**src/rtl/overlap.sv**
```systemverilog
// Overlap-add stage: adds the stored second half of the previous frame to the first half
// of the current frame, with 65-bit saturation and a one-deep registered output.
module overlap #(
  parameter int unsigned FRAME_LEN = 36,
  parameter int unsigned HALF      = FRAME_LEN / 2
) (
  input  logic        clk,
  input  logic        reset,
  input  logic [1:0]  in_overlap_clock,
  input  logic [1:0]  in_overlap_reset,
  input  logic [1:0]  in_overlap_carregar,
  input  logic [1:0]  in_overlap_acionar,
  input  logic [64:0] in_overlap_pcmSample,
  input  logic        in_overlap_valid,
  output logic        in_overlap_ready,
  output logic [64:0] out_overlap_pcmSample,
  output logic [1:0]  out_overlap_armazenarDados,
  output logic        out_overlap_valid,
  input  logic        out_overlap_ready
);

  localparam int unsigned IDX_W = $clog2(FRAME_LEN);
  localparam int unsigned DW    = 65;
  localparam logic [DW-1:0] SAT_POS = {1'b0, {64{1'b1}}};
  localparam logic [DW-1:0] SAT_NEG = {1'b1, {64{1'b0}}};

  logic [IDX_W-1:0] idx_q, idx_d;
  logic [DW-1:0]    hist_q [HALF];
  logic [DW-1:0]    hist_d [HALF];
  logic [DW-1:0]    out_pcm_q, out_pcm_d;
  logic [1:0]       out_arm_q, out_arm_d;
  logic             out_valid_q, out_valid_d;

  logic [IDX_W-1:0] cur_idx, hist_idx;
  logic [DW-1:0]    hist_rd, sat_sum;
  logic [DW:0]      sum;
  logic             in_xfer, first_half;

  // Reserved payload bits are accepted but have no effect.
  logic unused_inputs;
  assign unused_inputs = ^{in_overlap_clock, in_overlap_reset[1],
                           in_overlap_carregar[1], in_overlap_acionar[1]};

  assign in_overlap_ready           = !out_valid_q || out_overlap_ready;
  assign out_overlap_pcmSample      = out_pcm_q;
  assign out_overlap_armazenarDados = out_arm_q;
  assign out_overlap_valid          = out_valid_q;

  // Sample position, history lookup and saturating sum
  always_comb begin
    in_xfer    = in_overlap_valid && in_overlap_ready;
    cur_idx    = in_overlap_acionar[0] ? '0 : idx_q;
    first_half = (cur_idx < IDX_W'(HALF));
    hist_idx   = cur_idx - IDX_W'(HALF);
    hist_rd    = '0;
    for (int unsigned i = 0; i < HALF; i++) begin
      if (cur_idx == IDX_W'(i)) hist_rd = hist_q[i];
    end
    if (in_overlap_reset[0]) hist_rd = '0;
    sum = {in_overlap_pcmSample[DW-1], in_overlap_pcmSample} + {hist_rd[DW-1], hist_rd};
    if (sum[DW] != sum[DW-1]) sat_sum = sum[DW] ? SAT_NEG : SAT_POS;
    else                      sat_sum = sum[DW-1:0];
  end

  // Next-state: counter, history updates and output register
  always_comb begin
    idx_d       = idx_q;
    hist_d      = hist_q;
    out_pcm_d   = out_pcm_q;
    out_arm_d   = out_arm_q;
    out_valid_d = out_valid_q;

    if (out_valid_q && out_overlap_ready) begin
      out_valid_d = 1'b0;
      out_arm_d   = 2'b00;
    end

    if (in_xfer) begin
      idx_d = (cur_idx == IDX_W'(FRAME_LEN - 1)) ? '0 : cur_idx + IDX_W'(1);
      if (in_overlap_reset[0]) begin
        for (int unsigned i = 0; i < HALF; i++) hist_d[i] = '0;
      end
      if (first_half) begin
        out_pcm_d   = in_overlap_carregar[0] ? in_overlap_pcmSample : sat_sum;
        out_valid_d = 1'b1;
        out_arm_d   = {cur_idx == IDX_W'(HALF - 1), 1'b1};
      end else begin
        // Store happens after any clear requested by the same sample
        for (int unsigned i = 0; i < HALF; i++) begin
          if (hist_idx == IDX_W'(i)) hist_d[i] = in_overlap_pcmSample;
        end
      end
    end
  end

  always_ff @(posedge clk) begin
    if (!reset) begin
      idx_q       <= '0;
      out_pcm_q   <= '0;
      out_arm_q   <= '0;
      out_valid_q <= 1'b0;
      for (int unsigned i = 0; i < HALF; i++) hist_q[i] <= '0;
    end else begin
      idx_q       <= idx_d;
      out_pcm_q   <= out_pcm_d;
      out_arm_q   <= out_arm_d;
      out_valid_q <= out_valid_d;
      hist_q      <= hist_d;
    end
  end

endmodule

```
**config.mk**
```make
export PLATFORM = sky130hd
export DESIGN_NAME = overlap
export DESIGN_NICKNAME = d
export VERILOG_FILES = /design/src/rtl/overlap.sv
export SDC_FILE = /design/constraint.sdc
export NUM_CORES = 2
export LEC_CHECK = 0
export CORE_MARGIN = 3
export CORE_UTILIZATION = 55
export CTS_CLUSTER_DIAMETER = 80
export DETAILED_ROUTE_END_ITERATION = 8
export PLACE_DENSITY = 0.78
export SYNTH_ARGS = -nofsm -noshare
export SYNTH_HDL_FRONTEND = slang
export SYNTH_SLANG_ARGS = --single-unit
```
**constraint.sdc**
```tcl
create_clock -name clk -period 10.6 [get_ports clk]
set_input_delay 2.12 -clock clk [delete_from_list [all_inputs] [get_ports clk]]
set_output_delay 2.12 -clock clk [all_outputs]
set_load 0.005 [all_outputs]
```
==> results.sh <==
export IMPL_maxCapViolations=0
export IMPL_synth_common_cells="1,488 x nor2_1, 1,244 x dfxtp_1, 1,121 x a22oi_1"
export IMPL_initial_core_util=0.5558
export IMPL_htreeDepth=4
export IMPL_routabilityCongestion=0.9870
export IMPL_synth_seq_cells=1244
export IMPL_cpLargestDelayFamily="compound AO/OA/AOI/OAI gates"
export IMPL_crit_required_ns=11.24
export IMPL_cp_data_arrival_time_ns=10.41
export IMPL_synth_top_area_frac=0.4385
export IMPL_syn_avg_cell_area_um2=8.210
export IMPL_antenna_found_initial=8
export IMPL_num_io_pins=146
export IMPL_overflow=0
export IMPL_grt_pass1_vias=53610
export IMPL_whs_ns=0.4510
export IMPL_vias_per_cell=7.178
export IMPL_core_um2=102200
export IMPL_worstSetupPathType="in -> reg"
export IMPL_ir_worst_vdd_mv=0.1969
export IMPL_nets=6799
export IMPL_hold_viol=0
export IMPL_synth_edf_count=0
export IMPL_layout_min_cycle_time_ns=9.772
export IMPL_final_antenna_net_count=0
export IMPL_die_h_um=327.4
export IMPL_crit_buf_inv=8
export IMPL_netlist_cell_type_count=91
export IMPL_ys_top_cells_by_area="dfxtp_1 44%, a22oi_1 15%, nor2_1 9.8%, clkbuf_1 4.2%, a21oi_1 3.3%"
export IMPL_status="complete, no violations"
export IMPL_post_cts_setup_buffers=0
export IMPL_ys_warn_count=0
export IMPL_cts_buffers=130
export IMPL_cts_tree="done"
export IMPL_wl_mm=233.1
export IMPL_clkTransAtPathRegs_ns=0.06
export IMPL_drtIter0Drc=9781
export IMPL_power_density_nw_per_um2=159.9
export IMPL_syn_inst=6918
export IMPL_leakage_nw=22.68
export IMPL_num_rows=117
export IMPL_vias=58290
export IMPL_crit_path_max_incr_delay_ns=0.73
export IMPL_fin_crit_sh=0.9219
export IMPL_cpMaxStageDelayCell="a211oi_1"
export IMPL_grt_first_pass_wirelength_mm=342.6
export IMPL_final_util=0.6217
export IMPL_critPathMaxFanout=13
export IMPL_syn2layout_area_growth_pct=11.84
export IMPL_syn_area_um2=56800
export IMPL_root_buffer="clkbuf_16"
export IMPL_start_kind="primary input"
export IMPL_power_mw=10.16
export IMPL_fp_dieW_um=327.4
export IMPL_hpwl_mm=149.8
export IMPL_ctsResizeCount=0
export IMPL_cts_hold_buffers=0
export IMPL_crit_top_cell="buf_4"
export IMPL_max_slew_margin=0.06474
export IMPL_drive_gt1_frac=0.08665
export IMPL_ys_async_sr_fraction=0
export IMPL_grt_start_max_net_pins=226
export IMPL_dp_cells=7888
export IMPL_grt_use_total=0.4152
export IMPL_clock_sinks=1244
export IMPL_yosysMostFrequentCell="nor2_1"
export IMPL_max_freq_ghz=0.1023
export IMPL_syn_nets=7065
export IMPL_clock_latency_ns=0.76
export IMPL_route_detailed_drc=0
export IMPL_fin_skew_ns=0.02361
export IMPL_clk_path_buf_depth=3
export IMPL_synth_seq_area_share=0.4385
export IMPL_rsz0062_at_grt="no"
export IMPL_wl_per_cell_um=28.70
export IMPL_die_area_um2=107200
export IMPL_first_pass_iters=8
export IMPL_port_buffers=140
export IMPL_endpoint_kind="flop"
export IMPL_synth_top_cell_by_area="dfxtp_1"
export IMPL_synth_flop_cell="dfxtp_1"
export IMPL_tns_ns=0
export IMPL_hp_class="reg -> reg"
export IMPL_maxSlewViolCount=0
export IMPL_worst_slew_pin_slew_ns=1.398
export IMPL_setup_viol=0
export IMPL_finalNonFillerCells=8120
-- final timing paths --
kind,from,endpoint,slack [ns],depth (start not counted)
min,hist_q[1026],hist_q[1026],0.45,2
max reg2reg,idx_q[2],out_overlap_pcmSample[13],2.41,24
max,in_overlap_acionar[0],out_overlap_pcmSample[13],0.83,32
min reg2reg,hist_q[1026],hist_q[1026],0.45,2
-- power breakdown --
group	switching, mW	internal (mW)	total [mW]
combinational	0.602	0.188	0.790
sequential	0.0141	4.69	4.71
clock	1.98	2.68	4.66
-- area by class of cell --
type / count / area, um2
clock inverter: 40 / 485.5
inverter: 42 / 165.2
fill: 8727 / 38660
timing repair buffer: 373 / 3306
clock buffer: 191 / 3807
tap: 1368 / 1712
multi-input combinational: 4861 / 29140
antenna: 1 / 2.502
sequential: 1244 / 24900
-- registers in the layout, summed over array words and instances (netlist names) --
register,cells
hist_q,1170
idx_q,6
out_overlap_armazenarDados,2
out_overlap_pcmSample,65
out_overlap_valid,1
-- tightest hold or removal path, cell delays in order, from the launching register on --
cell and delay, ns:
dfxtp_1 0.31, nand2_1 0.05, a21oi_1 0.05
-- layout by cell type, fill, tap and decap left out, drive strengths merged, types with 34 or more instances in the layout --
cell / n
inv: 49
nand4: 34
clkdlybuf4s50: 138
a221o: 71
nand2: 330
o211ai: 83
nor2: 1488
dfxtp: 1244
a221oi: 200
a21oi: 376
o21ai: 320
o221ai: 55
a211oi: 54
nand3: 84
a22oi: 1121
nor3: 125
buf: 235
clkbuf: 191
ha: 69
o22ai: 34
and3: 34
-- per-stage QoR --
step                      setup WS [ns]  area, um2
after floorplan                   3.085      56800
after global placement           0.7042      59230
after detailed placement         0.5967      59230
after CTS                         1.357      63520
after global routing             0.6486      63520
final                            0.8282      63520
-- kinds of logic (layout without fill, tap and decap cells) --
family | Yosys count | after routing | synth area share
AND/OR/NAND/NOR | 2193 | 2193 | 0.1598
multiplexers | 11 | 11 | 0.001939
AO/OA/AOI/OAI | 2537 | 2537 | 0.3194
other | 0 | 1 | 0
adder cells (fa/ha/maj) | 72 | 72 | 0.01591
XOR/XNOR | 48 | 48 | 0.007402
buffers and inverters | 813 | 646 | 0.05706
flip-flops | 1244 | 1244 | 0.4385
-- per-layer routing --
layer  vias up  part of all wire  GRT usage
met5         -           0.00027          0
met4        10             0.082     0.2760
met3      1070              0.14     0.1129
met2      4679              0.41     0.5945
met1     27640              0.37     0.5468
li1      24890                 -          -
Note: power is estimated with default switching activity, not from simulation.
